## src/rtl/core_seq_ctrl.sv

```systemverilog
// Multi-cycle instruction sequencer: fetch over a valid/ready channel, wait for the
// response, present the instruction for one EXEC cycle, then advance the PC.
// Halt stops at an instruction boundary; fetch errors, timeouts and misaligned
// branch targets park the sequencer in FAULT until reset.
module core_seq_ctrl #(
  parameter logic [63:0] PC_RESET = 64'h0000_0000_8000_0000,
  parameter int unsigned TIMEOUT  = 255
) (
  input  logic        clk,
  input  logic        rst,
  output logic        fetch_req_valid,
  input  logic        fetch_req_ready,
  output logic [63:0] fetch_addr,
  input  logic        fetch_rsp_valid,
  input  logic [31:0] fetch_rsp_inst,
  input  logic        fetch_rsp_err,
  output logic [31:0] inst,
  output logic        inst_valid,
  output logic        rd_w_gate,
  input  logic        branch_taken,
  input  logic [63:0] branch_target,
  input  logic        halt_req,
  output logic        halted,
  output logic        fault,
  output logic [63:0] pc,
  output logic [63:0] instret
);

  typedef enum logic [2:0] {
    StIdle,
    StFetch,
    StWait,
    StExec,
    StHalt,
    StFault
  } state_e;

  // Last counter value before a silent WAIT is declared dead (unused when TIMEOUT is 0).
  localparam logic [31:0] TimeoutLast = 32'(TIMEOUT - 1);

  state_e      state_q, state_d;
  logic [63:0] pc_q, pc_d;
  logic [63:0] instret_q, instret_d;
  logic [31:0] inst_q, inst_d;
  logic [31:0] wait_cnt_q, wait_cnt_d;
  logic        halted_q;
  logic        misaligned;
  logic        timeout_hit;

  assign misaligned  = branch_taken && (branch_target[1:0] != 2'b00);
  assign timeout_hit = (TIMEOUT != 0) && (wait_cnt_q == TimeoutLast);

  // Next-state, datapath updates and state-decoded handshake outputs.
  always_comb begin
    state_d         = state_q;
    pc_d            = pc_q;
    instret_d       = instret_q;
    inst_d          = inst_q;
    wait_cnt_d      = '0;
    fetch_req_valid = 1'b0;
    inst_valid      = 1'b0;
    rd_w_gate       = 1'b0;
    unique case (state_q)
      StIdle: begin
        state_d = halt_req ? StHalt : StFetch;
      end
      StFetch: begin
        fetch_req_valid = 1'b1;
        if (fetch_req_ready) state_d = StWait;
      end
      StWait: begin
        wait_cnt_d = wait_cnt_q + 32'd1;
        if (fetch_rsp_valid && !fetch_rsp_err) begin
          inst_d     = fetch_rsp_inst;
          wait_cnt_d = '0;
          state_d    = StExec;
        end else if (fetch_rsp_valid || timeout_hit) begin
          wait_cnt_d = '0;
          state_d    = StFault;
        end
      end
      StExec: begin
        inst_valid = 1'b1;
        // A misaligned target must not retire: suppress the write and freeze pc/instret.
        if (misaligned) begin
          state_d = StFault;
        end else begin
          rd_w_gate = 1'b1;
          pc_d      = branch_taken ? branch_target : pc_q + 64'd4;
          instret_d = instret_q + 64'd1;
          state_d   = halt_req ? StHalt : StFetch;
        end
      end
      StHalt: begin
        if (!halt_req) state_d = StFetch;
      end
      StFault: begin
        state_d = StFault;
      end
      default: begin
        state_d = StIdle;
      end
    endcase
  end

  // State and datapath registers; reset wins over any in-flight handshake.
  always_ff @(posedge clk) begin
    if (rst) begin
      state_q    <= StIdle;
      pc_q       <= PC_RESET;
      instret_q  <= '0;
      inst_q     <= '0;
      wait_cnt_q <= '0;
      halted_q   <= 1'b0;
    end else begin
      state_q    <= state_d;
      pc_q       <= pc_d;
      instret_q  <= instret_d;
      inst_q     <= inst_d;
      wait_cnt_q <= wait_cnt_d;
      halted_q   <= (state_d == StHalt);
    end
  end

  assign fetch_addr = pc_q;
  assign pc         = pc_q;
  assign instret    = instret_q;
  assign inst       = inst_q;
  assign halted     = halted_q;
  assign fault      = (state_q == StFault);

endmodule
```

## config.mk

```make
export PLATFORM = sky130hd
export DESIGN_NAME = core_seq_ctrl
export DESIGN_NICKNAME = d
export VERILOG_FILES = /design/src/rtl/core_seq_ctrl.sv
export SDC_FILE = /design/constraint.sdc
export NUM_CORES = 1
export LEC_CHECK = 0
export ABC_CLOCK_PERIOD_IN_PS = 2500
export CORE_UTILIZATION = 43
export DETAILED_ROUTE_END_ITERATION = 7
export GPL_TIMING_DRIVEN = 0
export PLACE_DENSITY_LB_ADDON = 0.15
export SYNTH_ARGS = -nofsm -noshare
export SYNTH_HDL_FRONTEND = slang
export SYNTH_SLANG_ARGS = --single-unit
export TNS_END_PERCENT = 5
```

## constraint.sdc

```tcl
create_clock -name clk -period 2.5 [get_ports clk]
set_input_delay 0.375 -clock clk [delete_from_list [all_inputs] [get_ports clk]]
set_output_delay 0.375 -clock clk [all_outputs]
set_load 0.005 [all_outputs]
```

---- Word-level counts from Yosys, hierarchy flattened ----
Index checks and enable logic that the tools add are counted.
word-level totals
  bits in registers ....................... 196
  memories ................................ 0
  output and inout bits ................... 229
  ROM bits ................................ 0
  RAM bits ................................ 0
  bits in latches ......................... 0
operators by class
  divide/modulo/power cells ............... 0
  multiplexer cells ....................... 12
  bitwise operators ....................... 2
  $lt $le $gt $ge ......................... 0
  add/sub/neg operators ................... 3
  shifts and indexed selects .............. 0
  multipliers ............................. 0
  reduce and logical (&&, ||, !) cells .... 9
  equal/unequal tests ..................... 7
operators with widths
  operator               number
  $add 64x1->64 const B  1
  $add 64x3->64 const B  1
  $mux 64                1
  $add 32x1->32 const B  1
  $eq 32x8->1 const B    1
  $mux 3                 6
  $pmux 3 s6             1
  $eq 3x3->1 const B     3
  $eq 3x2->1 const B     2
  $mux 1                 4
  $reduce_and 2->1       2
  $reduce_or 4->1        1
  $eq 3x1->1 const B     1
  $logic_not 3->1        1
  $logic_and 1x1->1      2
  $not 1->1              2
  $reduce_bool 2->1      1
  $logic_not 1->1        1
  $logic_or 1x1->1       1

---- Logic depth before layout (Yosys ltp) ----
  word-level depth ........................ 6
  gate-level depth with buffers ........... 10

---- Worst setup path before layout ----
No wires, ideal clock.
  kind .................................... flip-flop to flip-flop
  start ................................... reg pc_q[2] (netlist: fetch_addr[2])
  end ..................................... reg pc_q[52] (netlist: fetch_addr[52])
  clock period less this slack ............ 2.752 ns
  setup time .............................. 0.127 ns
  cell stages (with the launch flop) ...... 10
  arrival time ............................ 2.625 ns
  path slack .............................. -0.252 ns
  path buffers ............................ 3
  cell sequence ........................... dfxtp_1 > ha_1 > buf_2 > nand3_1 > or4_1 > clkbuf_1 > or4_1 > buf_2 > nor3b_1 > or3_1
between the ends
  cells in the longest elaborated chain, start to end .. 2
RTL lines
  item                      line  RTL
  start: declaration        42    logic [63:0] pc_q, pc_d;
  start signal: assignment  117   pc_q <= pc_d;
  $add 64x3->64             89    pc_d = branch_taken ? branch_target : pc_q + 64'd4;
  $mux 64                   89
No other way between the ends.
A chain may end at the register's enable or synchronous reset.

---- Worst setup path in the final report ----
  start ................................... reg pc_q[20] (netlist: fetch_addr[20])
  end ..................................... reg pc_q[52] (netlist: fetch_addr[52])
Same word-level chain as after synthesis.

==> results.cfg <==
[drt]
drc = 0
num_vias = 12787
wire_per_inst_um = 20.10
viasPerCell = 5.978
drt-initial-drc-count = 1258
wl_met2_mm = 19.60
wirelength_mm = 43.00
wl_met3_mm = 4.735
drtPass1Iterations = 6
postRouteAntennaNets = 0
drt-met1-wl_mm = 16.87
top_layer = met4

[timing]
min_period_ns = 2.625
slew_headroom_pct = 33.02
skew_ns = 0.01789
timing.hold.ws_ns = 0.4553
setup_viol = 10
layout_setup_ws_ns = -0.1253
max_freq_mhz = 380.9
tightestPinTransition_ns = 1.005
finalHoldViolations = 0
slew_viol_final = 0
rsz0062_at_grt = true
post-route-period-util_pct = 105.0

[synth]
synthXorXnorAreaFrac_pct = 3.642
synth_top_family_by_area = simple AND/OR/NAND/NOR gates
avgSynthCellArea_um2 = 7.736
async_reset_ff_share_pct = 0
syn_inst = 1430
netlist_area_um2 = 11060
synth_compound_area_share_pct = 17.61
yosys.area_share.simple_pct = 32.45
synth.distinct_cells = 76
yosys_warnings = 0
synth_edf_count = 0
ys_seq_elements = 196
ys_seq_area_share_pct = 35.47
muxShareOfSynthArea_pct = 1.651
ys.flop_type = dfxtp_1
syn-num-nets = 1537
synth_adder_area_share_pct = 0.4524

[grt]
grt_pass1_wl_mm = 65.93
grt_overflow = 0
grt_usage_pct = 31.95
grt_max_degree = 21
antenna_found_initial = 1
grt_pass1_vias = 11938

[outcome]
status = complete, but fails checks
violations = setup timing

[finish]
nNetsFinal = 1902
final_cell_mix = 327 x clkdlybuf4s50_1, 183 x nand2_1, 171 x dfxtp_1
fill_cells = 2215
drive_gt1_share_pct = 13.05
area_growth_pct = 43.72
final_common_cell = clkdlybuf4s50_1
final_area_um2 = 15900

[pwr]
power_leakage_nw = 5.248
irDropWorstVdd_mv = 0.4065
total_power_mw = 6.426
powerDensity_nw_per_um2 = 404.2

[clock_network]
clock_path_buffers = 2
h-tree-depth = 4
ctsHoldBuffers = 0
clock-sinks = 196
cts_buffers = 17
cts_tree = yes
path_clk_slew_ns = 0.08
clkLatencyLatePin_ns = 0.46
cts.root.buffer_cell = clkbuf_16

[worst_setup_path]
slowest_delay_ns = 0.67
crit_family = simple AND/OR/NAND/NOR gates
critical-path-slowest-cell = or4_4
cp.depth = 6
path_buf_inv = 1
crit_fanout = 9
cp_cell_sequence = and4_1 > nand3_1 > or4_4 > buf_6 > nor3b_1 > or3_1
critPathKind = register to register
crit_path_end_kind = register
required_ns = 2.84
arrival_ns = 2.96
reg2reg_depth = 6
start_kind = register

[placement]
routabilityCongestion = 0.9797
numPortBuffers = 329
dp_worst_setup_slack_ns = -1.675
dpl_cell_area_um2 = 14810
dp_hpwl_mm = 30.93

[job]
maxCapViolations = 0

[die]
rows = 58
start_util_pct = 43.93
pin_count = 332
die_h_um = 162.4
core-area_um2 = 25180
dieArea_um2 = 26370
die_width_um = 162.4

[worst_hold_path]
hp-class = register to register
hold_depth = 2
-- area by class of cell --
cell class	count	area, um^2	area share [%]
diodes	1	2.502	0.01574
plain buffers	160	928.4	5.839
clock buffers	18	439.2	2.762
clock inverters	14	158.9	0.9994
inverters	26	107.6	0.6767
multi-input cells	1044	6430	40.44
flip-flops and latches	196	3973	24.98
well taps	330	412.9	2.597
repair buffers	350	3448	21.69
-- per-stage QoR --
stage          util, %  TNS, ns  cells
2_1_floorplan        -        0   1430
3_3_place_gp     58.80  -113.11   2089
3_5_place_dp     58.80  -114.49   2089
4_1_cts          62.30  -0.8227   2129
5_1_grt          63.13   -4.090   2138
6_report         63.14  -0.5179   2139
-- worst paths after layout --
kind,startpoint,to,slack [ns]
hold / removal,inst[18],inst[18],0.46
setup / recovery,fetch_addr[20],fetch_addr[52],-0.13
hold reg to reg,inst[18],inst[18],0.46
setup reg to reg,fetch_addr[20],fetch_addr[52],-0.13
-- per-layer routing --
metal | vias up | GRT usage [%]
met5 | - | 0
li1 | 5974 | -
met4 | 0 | 15.35
met1 | 5922 | 39.26
met2 | 762 | 52.04
met3 | 129 | 8.047
-- registers in the layout, indices dropped and copies added, names as in the netlist --
register	flops
halted	1
instret	64
wait_cnt_q	32
inst	32
fetch_addr	64
state_q	3
-- worst register-to-register path, stage by stage (launching register included) --
cell and delay (ns):
dfxtp_1 0.50, and4_1 0.31, nand3_1 0.39, or4_4 0.68, buf_6 0.16, nor3b_1 0.13, or3_1 0.35
-- cell usage after synthesis (5+ instances only) --
master | n | area share, %
mux2_2 | 10 | 1.0
buf_1 | 6 | 0.20
nor3_1 | 43 | 1.9
or3_1 | 21 | 1.2
and3_1 | 32 | 1.8
or4_1 | 51 | 3.5
a31oi_1 | 28 | 1.6
dfxtp_1 | 196 | 35
nand2_1 | 186 | 6.3
nand2b_1 | 6 | 0.34
a22oi_1 | 6 | 0.41
o21ai_0 | 41 | 1.9
o31a_1 | 6 | 0.48
nor4_1 | 28 | 1.6
nand3_1 | 68 | 3.1
nand4_1 | 56 | 3.2
a21oi_1 | 104 | 4.7
mux2i_1 | 7 | 0.63
a211o_1 | 5 | 0.40
xor2_1 | 22 | 1.7
buf_2 | 7 | 0.32
o311a_1 | 9 | 0.81
o41ai_1 | 8 | 0.63
and4_1 | 23 | 1.8
clkbuf_1 | 86 | 2.9
o311ai_0 | 5 | 0.40
xnor2_1 | 24 | 1.9
a211oi_1 | 12 | 0.81
inv_1 | 23 | 0.78
nand3b_1 | 6 | 0.41
nor2b_1 | 8 | 0.45
and2_1 | 10 | 0.57
o31ai_1 | 33 | 2.2
buf_4 | 65 | 4.4
nor2_1 | 109 | 3.7
a311oi_1 | 5 | 0.40
-- report_power, final --
part	leakage (nW)	total (mW)	switching (mW)	internal, mW
Combinational	3.37	0.484	0.243	0.242
Sequential	1.59	3.14	0.0182	3.13
Clock	0.289	2.80	1.43	1.37
Total	5.25	6.43	1.69	4.74
-- cells by family (layout without fill, tap and decap cells) --
family	Yosys count	after routing
buffers and inverters	190	568
muxes	17	17
and+or+nand+nor	679	679
other	0	1
DFF	196	196
AOI/OAI and AO/OA	298	298
adders and majority gates	4	4
xor gates and xnor gates	46	46
-- what timing repair did --
action | in CTS | in global routing
setup endpoints to repair | 112 | 91
buffers inserted | 11 | 10
pin swaps | 4 | 8
gates resized for setup | 62 | 65
Note: power is estimated with default switching activity, not from simulation.
